`config.mk`:
```
export PLATFORM = sky130hd
export DESIGN_NAME = exec_unit_flat
export DESIGN_NICKNAME = d
export VERILOG_FILES = /design/src/rtl/exec_pkg.sv /design/src/rtl/exec_unit_if.sv /design/src/rtl/exec_unit_mul_seq.sv /design/src/rtl/exec_unit.sv /design/src/flat_wrapper.sv
export SDC_FILE = /design/constraint.sdc
export NUM_CORES = 1
export LEC_CHECK = 0
export BUFFER_PORTS_ARGS = -buffer_cell sky130_fd_sc_hd__buf_4
export CAP_MARGIN = 20
export CORE_AREA = 2 2 121 123
export DETAILED_ROUTE_END_ITERATION = 6
export DIE_AREA = 0 0 123 125
export PLACE_DENSITY_LB_ADDON = 0.3
export SYNTH_ARGS = -nofsm -noshare
export SYNTH_HDL_FRONTEND = slang
export SYNTH_SLANG_ARGS = --single-unit
```
`constraint.sdc`:
```
create_clock -name clk -period 3.8 [get_ports clk]
set_input_delay 0.38 -clock clk [delete_from_list [all_inputs] [get_ports clk]]
set_output_delay 0.38 -clock clk [all_outputs]
set_load 0.05 [all_outputs]
```
`src/rtl/exec_pkg.sv`:
```
// Shared types and constants for the exec_unit slice.
// Latency: n/a (types only).
// Backpressure: n/a (types only).
package exec_pkg;

  // Default datapath width, matching the register file bus
  localparam int WIDTH_DEF = 16;

  // Opcodes as carried on the op field
  typedef enum logic [2:0] {
    OP_ADD = 3'b000,
    OP_SUB = 3'b001,
    OP_AND = 3'b010,
    OP_OR  = 3'b011,
    OP_XOR = 3'b100,
    OP_SHL = 3'b101,
    OP_SHR = 3'b110,
    OP_MUL = 3'b111
  } op_e;

  // Control FSM states
  typedef enum logic [1:0] {
    S_IDLE = 2'd0,
    S_EXEC = 2'd1,
    S_MUL  = 2'd2,
    S_WB   = 2'd3
  } state_e;

endpackage

```
`src/rtl/exec_unit_if.sv`:
```
// Request/writeback bundle between a sequencer and exec_unit.
// Latency: wires only.
// Backpressure: requester must hold off start while busy=1; extra starts are dropped.
interface exec_unit_if
  import exec_pkg::*;
#(
  parameter int WIDTH = WIDTH_DEF
);
  // request side
  logic             start;
  logic [2:0]       op;
  logic [2:0]       dst;
  logic [WIDTH-1:0] a_in;
  logic [WIDTH-1:0] b_in;
  // status / writeback side
  logic             busy;
  logic             done;
  logic             we;
  logic [2:0]       c_index;
  logic [WIDTH-1:0] d_output;
  logic             zero;
  logic             carry;
  logic             err;

  // The sequencer / bench side
  modport master (
    output start, op, dst, a_in, b_in,
    input  busy, done, we, c_index, d_output, zero, carry, err
  );

  // The execution unit side
  modport slave (
    input  start, op, dst, a_in, b_in,
    output busy, done, we, c_index, d_output, zero, carry, err
  );

endinterface

```
`src/rtl/exec_unit_mul_seq.sv`:
```
// Shift-add multiplier: low WIDTH bits of a*b, one partial product per step.
// Latency: load cycle plus WIDTH step cycles; product valid after the last step.
// Backpressure: none; the parent sequences load/step and must not overlap uses.
module mul_seq
  import exec_pkg::*;
#(
  parameter int WIDTH = WIDTH_DEF
) (
  input  logic             clk,
  input  logic             rst_n,
  input  logic             load,
  input  logic             step,
  input  logic [WIDTH-1:0] a,
  input  logic [WIDTH-1:0] b,
  output logic [WIDTH-1:0] product
);

  logic [WIDTH-1:0] mcand;
  logic [WIDTH-1:0] mplier;
  logic [WIDTH-1:0] acc;

  // Load operands, then add the shifted multiplicand whenever the current
  // multiplier LSB is set; bits shifted past WIDTH are simply discarded.
  always_ff @(posedge clk) begin
    if (!rst_n) begin
      mcand  <= '0;
      mplier <= '0;
      acc    <= '0;
    end else if (load) begin
      mcand  <= a;
      mplier <= b;
      acc    <= '0;
    end else if (step) begin
      if (mplier[0]) begin
        acc <= acc + mcand;
      end
      mcand  <= mcand << 1;
      mplier <= mplier >> 1;
    end
  end

  assign product = acc;

endmodule

```
`src/rtl/exec_unit.sv`:
```
// Single-issue execution unit: ALU ops plus optional iterative MUL, writeback to regfile.
// Latency: accept-to-WB 2 cycles (ALU), WIDTH+2 cycles (MUL, only with EXEC_UNIT_MUL_EN).
// Backpressure: busy=1 from accept through WB; start is ignored while busy, no queuing.
module exec_unit
  import exec_pkg::*;
#(
  parameter int WIDTH = WIDTH_DEF
) (
  input  logic         clk,
  input  logic         rst_n,
  exec_unit_if.slave   bus
);

  state_e           state;
  state_e           state_n;

  // operands and destination captured at accept
  op_e              op_q;
  logic [2:0]       dst_q;
  logic [WIDTH-1:0] a_q;
  logic [WIDTH-1:0] b_q;

  // result staged between EXEC and WB
  logic [WIDTH-1:0] res_q;
  logic             cy_q;
  logic             er_q;

  // status of the last completed operation
  logic             zero_q;
  logic             carry_q;
  logic             err_q;

  // combinational ALU outputs
  logic [WIDTH:0]   sum;
  logic [WIDTH:0]   diff;
  logic [WIDTH-1:0] alu_res;
  logic             alu_cy;
  logic             alu_err;

  // value presented during WB
  logic [WIDTH-1:0] wb_res;

  op_e              op_in;
  logic             accept;

  assign op_in  = op_e'(bus.op);
  assign accept = (state == S_IDLE) && bus.start;

`ifdef EXEC_UNIT_MUL_EN
  localparam int CW = $clog2(WIDTH + 1);

  logic [CW-1:0]    cnt;
  logic             mul_load;
  logic             mul_step;
  logic [WIDTH-1:0] product;

  mul_seq #(.WIDTH(WIDTH)) u_mul (
    .clk     (clk),
    .rst_n   (rst_n),
    .load    (mul_load),
    .step    (mul_step),
    .a       (a_q),
    .b       (b_q),
    .product (product)
  );

  // MUL cycle counter: slot 0 loads the multiplier, slots 1..WIDTH step it
  always_ff @(posedge clk) begin
    if (!rst_n) begin
      cnt <= '0;
    end else if (state == S_MUL) begin
      cnt <= cnt + 1'b1;
    end else begin
      cnt <= '0;
    end
  end

  // Multiplier drive derived from the counter slot
  always_comb begin
    mul_load = 1'b0;
    mul_step = 1'b0;
    if (state == S_MUL) begin
      if (cnt == '0) begin
        mul_load = 1'b1;
      end else begin
        mul_step = 1'b1;
      end
    end
  end

  // MUL results come straight from the multiplier accumulator
  assign wb_res = (op_q == OP_MUL) ? product : res_q;
`else
  assign wb_res = res_q;
`endif

  // ALU: one-cycle evaluation of the latched operands
  always_comb begin
    sum     = {1'b0, a_q} + {1'b0, b_q};
    diff    = {1'b0, a_q} - {1'b0, b_q};
    alu_res = '0;
    alu_cy  = 1'b0;
    alu_err = 1'b0;
    case (op_q)
      OP_ADD: begin
        alu_res = sum[WIDTH-1:0];
        alu_cy  = sum[WIDTH];
      end
      OP_SUB: begin
        // the extra MSB of the widened difference is the unsigned borrow
        alu_res = diff[WIDTH-1:0];
        alu_cy  = diff[WIDTH];
      end
      OP_AND: alu_res = a_q & b_q;
      OP_OR:  alu_res = a_q | b_q;
      OP_XOR: alu_res = a_q ^ b_q;
      OP_SHL: alu_res = a_q << b_q[3:0];
      OP_SHR: alu_res = a_q >> b_q[3:0];
      OP_MUL: begin
`ifndef EXEC_UNIT_MUL_EN
        // no multiplier built: report the op as unsupported, result stays 0
        alu_err = 1'b1;
`endif
      end
      default: alu_res = '0;
    endcase
  end

  // FSM next state and all bus outputs; outputs are quiet outside WB
  always_comb begin
    state_n      = state;
    bus.busy     = 1'b0;
    bus.done     = 1'b0;
    bus.we       = 1'b0;
    bus.c_index  = '0;
    bus.d_output = '0;
    bus.zero     = zero_q;
    bus.carry    = carry_q;
    bus.err      = err_q;
    case (state)
      S_IDLE: begin
        if (bus.start) begin
`ifdef EXEC_UNIT_MUL_EN
          state_n = (op_in == OP_MUL) ? S_MUL : S_EXEC;
`else
          state_n = S_EXEC;
`endif
        end
      end
      S_EXEC: begin
        bus.busy = 1'b1;
        state_n  = S_WB;
      end
      S_MUL: begin
        bus.busy = 1'b1;
`ifdef EXEC_UNIT_MUL_EN
        if (cnt == CW'(WIDTH)) begin
          state_n = S_WB;
        end
`else
        state_n = S_IDLE;
`endif
      end
      S_WB: begin
        // new status is shown during WB and then held by the *_q registers
        bus.busy     = 1'b1;
        bus.done     = 1'b1;
        bus.we       = ~er_q;
        bus.c_index  = dst_q;
        bus.d_output = wb_res;
        bus.zero     = (wb_res == '0);
        bus.carry    = cy_q;
        bus.err      = er_q;
        state_n      = S_IDLE;
      end
      default: state_n = S_IDLE;
    endcase
  end

  // State register, operand latch, result staging and status hold
  always_ff @(posedge clk) begin
    if (!rst_n) begin
      state   <= S_IDLE;
      op_q    <= OP_ADD;
      dst_q   <= '0;
      a_q     <= '0;
      b_q     <= '0;
      res_q   <= '0;
      cy_q    <= 1'b0;
      er_q    <= 1'b0;
      zero_q  <= 1'b0;
      carry_q <= 1'b0;
      err_q   <= 1'b0;
    end else begin
      state <= state_n;
      if (accept) begin
        op_q  <= op_in;
        dst_q <= bus.dst;
        a_q   <= bus.a_in;
        b_q   <= bus.b_in;
        // MUL never passes through EXEC, so clear staged flags here
        res_q <= '0;
        cy_q  <= 1'b0;
        er_q  <= 1'b0;
      end
      if (state == S_EXEC) begin
        res_q <= alu_res;
        cy_q  <= alu_cy;
        er_q  <= alu_err;
      end
      if (state == S_WB) begin
        zero_q  <= (wb_res == '0);
        carry_q <= cy_q;
        err_q   <= er_q;
      end
    end
  end

endmodule
```
`src/flat_wrapper.sv`:
```
// flat-port wrapper written by rule: the top's interface ports become plain ports
module exec_unit_flat import exec_pkg::*;
#(
  parameter int WIDTH = WIDTH_DEF
)
  (clk, rst_n, bus_start, bus_op, bus_dst, bus_a_in, bus_b_in, bus_busy, bus_done, bus_we, bus_c_index, bus_d_output, bus_zero, bus_carry, bus_err);
  exec_unit_if #(.WIDTH(WIDTH)) bus_i ();
  input  logic clk;
  input  logic rst_n;
  input wire logic [$bits(bus_i.start)-1:0] bus_start;
  input wire logic [$bits(bus_i.op)-1:0] bus_op;
  input wire logic [$bits(bus_i.dst)-1:0] bus_dst;
  input wire logic [$bits(bus_i.a_in)-1:0] bus_a_in;
  input wire logic [$bits(bus_i.b_in)-1:0] bus_b_in;
  output wire logic [$bits(bus_i.busy)-1:0] bus_busy;
  output wire logic [$bits(bus_i.done)-1:0] bus_done;
  output wire logic [$bits(bus_i.we)-1:0] bus_we;
  output wire logic [$bits(bus_i.c_index)-1:0] bus_c_index;
  output wire logic [$bits(bus_i.d_output)-1:0] bus_d_output;
  output wire logic [$bits(bus_i.zero)-1:0] bus_zero;
  output wire logic [$bits(bus_i.carry)-1:0] bus_carry;
  output wire logic [$bits(bus_i.err)-1:0] bus_err;
  assign bus_i.start = bus_start;
  assign bus_i.op = bus_op;
  assign bus_i.dst = bus_dst;
  assign bus_i.a_in = bus_a_in;
  assign bus_i.b_in = bus_b_in;
  assign bus_busy = bus_i.busy;
  assign bus_done = bus_i.done;
  assign bus_we = bus_i.we;
  assign bus_c_index = bus_i.c_index;
  assign bus_d_output = bus_i.d_output;
  assign bus_zero = bus_i.zero;
  assign bus_carry = bus_i.carry;
  assign bus_err = bus_i.err;
  exec_unit #(.WIDTH(WIDTH)) u_core (.clk(clk), .rst_n(rst_n), .bus(bus_i));
endmodule
```
==> flow_metrics.env <==
export IMPL_yosysTopAreaCellShare_pct=19.5
export IMPL_cp_end_kind="register"
export IMPL_clock_path_buffers=2
export IMPL_gr_total_overflow=0
export IMPL_synth_area_top_cells="dfxtp_1 20%, ha_1 10%, nand2_1 7.3%"
export IMPL_ir_drop_uv=198
export IMPL_synth_compound_gate_area_share_pct=28.7
export IMPL_synth_top_family_by_area="compound AO/OA/AOI/OAI gates"
export IMPL_p_leak_nw=2.94
export IMPL_clock_skew_ps=8.82
export IMPL_dp_hpwl_um=16500
export IMPL_fin_crit_ps=3000
export IMPL_die_area_mm2=0.0154
export IMPL_synth_edf_count=0
export IMPL_outcome="completed"
export IMPL_h_tree_depth=3
export IMPL_avgSynthCellArea_um2=7.43
export IMPL_crit_fanout=12
export IMPL_dr_pass1_iters=5
export IMPL_yosysWarnings=0
export IMPL_placed_cell_area_mm2=0.00695
export IMPL_synth_mux_area_share_pct=10.1
export IMPL_synth_ff_type="dfxtp_1"
export IMPL_multiInputGateArea_mm2=0.00459
export IMPL_post_cts_buffers=0
export IMPL_cts_clk_slew_worst_paths_ps=60
export IMPL_port_buffers=65
export IMPL_ios=66
export IMPL_slew_headroom_pct=29.4
export IMPL_final_hold_violation_count=0
export IMPL_netlist_instances=842
export IMPL_grt_pass1_vias=5981
export IMPL_combPwrFrac_pct=34.2
export IMPL_p_int_mw=1.48
export IMPL_drcViolationCount=0
export IMPL_cp_start_kind="register"
export IMPL_post_drt_wl_per_cell_um=20.1
export IMPL_power_frac_clock_pct=34.0
export IMPL_cp_arrival_ps=3230
export IMPL_ant_nets=0
export IMPL_ctsHoldBuffers=0
export IMPL_place_gp_congestion=1.00
export IMPL_hold_path_class="primary input to register"
export IMPL_yosysTopAreaCell="dfxtp_1"
export IMPL_final_cell_area_mm2=0.00723
export IMPL_setup_viol=0
export IMPL_yosysSeqAreaShare_pct=19.5
export IMPL_wirelength_um=21600
export IMPL_std_cell_rows=44
export IMPL_netSwitchingPower_mw=0.833
export IMPL_clock_sinks=61
export IMPL_grt_use_total_pct=28.4
export IMPL_yosys_area_share_adder_pct=11.0
export IMPL_drt_iter0_drc=759
export IMPL_die_x_um=123
export IMPL_vias=6550
export IMPL_p_seq_share_pct=31.8
export IMPL_fmax_mhz=334
export IMPL_synth_simple_gate_area_share_pct=22.2
export IMPL_swShare_pct=36.1
export IMPL_nNetsFinal=980
export IMPL_cts_tree="done"
export IMPL_syn_nets=937
export IMPL_synth_cell_types=73
export IMPL_synthArstFlopShare_pct=0
export IMPL_root_buffer="clkbuf_16"
export IMPL_tightest_slew_ps=1060
export IMPL_holdWs_ps=284
export IMPL_clkLatencyLatePin_ps=350
export IMPL_required_ps=4030
export IMPL_start_util_pct=44.1
export IMPL_setup_tns_final_ps=0
export IMPL_regArea_mm2=0.00122
export IMPL_drv_slew=0
export IMPL_cts_resized=0
export IMPL_grt_max_degree=45
export IMPL_synthToLayoutAreaGrowth_pct=15.6
export IMPL_die_h_um=125
export IMPL_ys_ff_latch=61
export IMPL_rsz0062_at_grt="false"
export IMPL_yosys_area_share_xor_xnor_pct=1.26
export IMPL_criticalPathCategory="register to register"
export IMPL_cap_viol_max_count=0
export IMPL_timing_final_crit_share_pct=78.8
export IMPL_grt_pass1_wl_um=33400
export IMPL_core_mm2=0.0142
export IMPL_drive_gt1_share_pct=16.0
export IMPL_fillCellCount=1494
export IMPL_p_per_area_mw_per_mm2=319
export IMPL_n_antenna_cell=0
export IMPL_grt_antenna_before_repair=0
export IMPL_syn_cell_area_mm2=0.00626
export IMPL_drt_vias_per_instance=6.10
export IMPL_cts_buffers=9
metal layers:
| metal | vias up | wire length [um] | GRT usage (%) |
|---|---|---|---|
| met5 | - | 0 | 0 |
| met4 | 0 | 848 | 12.2 |
| met2 | 352 | 9470 | 42.4 |
| li1 | 3129 | - | - |
| met3 | 53 | 1890 | 4.15 |
| met1 | 3016 | 9420 | 40.4 |
layout make-up:
cell class	count	share of cell area, %
Tap cell	184	3.18
Multi-Input combinational cell	666	63.4
Sequential cell	61	16.9
Clock buffer	14	3.79
Inverter	50	2.59
Timing Repair Buffer	97	10.1
Clock inverter	1	0.0692
state kept, by name (all words and copies together) (netlist names), 2 cells and up:
name          flops
u_core.a_q       16
u_core.b_q       16
u_core.dst_q      3
u_core.op_q       3
u_core.res_q     16
u_core.state      2
synthesized netlist by cell type (all sizes together) (9+ instances only):
cell,instances
a211oi,9
a21boi,41
a21oi,58
and3,20
buf,14
clkbuf,51
dfxtp,61
ha,52
inv,50
mux2i,21
mux4,16
nand2,121
nand2b,11
nor2,70
nor3,20
o21ai,46
or3,10
worst max-delay path, cell delays in order, from the launching register on:
cell and delay (ps):
dfxtp_1 520, inv_1 100, ha_1 540, nor3_1 120, a2111oi_0 600, o221a_2 300
nand2_1 60, a311oi_1 330, mux2i_1 230, o21ai_1 70
stage by stage:
step / setup WS, ps / utilization (%) / std cells / total power [mW]
floorplan: 808 / - / 842 / 1.27
global placement: 896 / 49.0 / 1058 / 1.51
detailed placement: 883 / 49.0 / 1058 / 1.52
CTS: 861 / 50.9 / 1073 / 2.31
global route: 674 / 50.9 / 1073 / 2.43
finish: 805 / 50.9 / 1073 / 2.31
cells by family after synthesis:
kind of cell             count (synthesis)
AO/OA/AOI/OAI                          261
XOR/XNOR                                 9
adder cells (fa/ha/maj)                 54
buffers and inverters                  115
flip-flops                              61
multiplexers                            42
AND/OR/NAND/NOR                        300
worst paths after layout:
kind / slack (ps) / cells after the start / end / start
setup / recovery: 800 / 9 / u_core.res_q[15] / u_core.a_q[4]
hold / removal: 280 / 3 / u_core.op_q[2] / bus_op[2]
setup reg to reg: 800 / 9 / u_core.res_q[15] / u_core.a_q[4]
hold reg to reg: 460 / 2 / u_core.dst_q[2] / u_core.dst_q[2]
power by group through the flow:
| stage | Combinational (mW) | Sequential [mW] | Clock, mW |
|---|---|---|---|
| after CTS | 0.773 | 0.732 | 0.801 |
| after global placement | 0.769 | 0.744 | 0 |
| after detailed placement | 0.770 | 0.745 | 0 |
| after global routing | 0.858 | 0.738 | 0.829 |
| final | 0.789 | 0.734 | 0.786 |
| after floorplan | 0.549 | 0.723 | 0 |
placed cells by master, fill, tap and decap left out, types with 7 or more instances in the layout:
| cell | n |
|---|---|
| dfxtp_1 | 60 |
| nand3_1 | 7 |
| nor2b_1 | 8 |
| a32oi_1 | 7 |
| mux2i_1 | 21 |
| a221oi_1 | 7 |
| inv_2 | 7 |
| inv_1 | 43 |
| and2_1 | 7 |
| clkbuf_16 | 9 |
| a221o_1 | 7 |
| o21a_1 | 8 |
| a21boi_0 | 38 |
| a211oi_1 | 9 |
| and3_1 | 20 |
| nor3_1 | 20 |
| nor4_1 | 8 |
| mux4_2 | 15 |
| a21oi_1 | 58 |
| o21ai_1 | 26 |
| or3_1 | 10 |
| nand2b_1 | 11 |
| o211ai_1 | 8 |
| nand2_1 | 121 |
| ha_1 | 52 |
| a31oi_1 | 7 |
| nor2_1 | 70 |
| o21ai_0 | 20 |
| buf_4 | 97 |
Note: power is estimated with default switching activity, not from simulation.
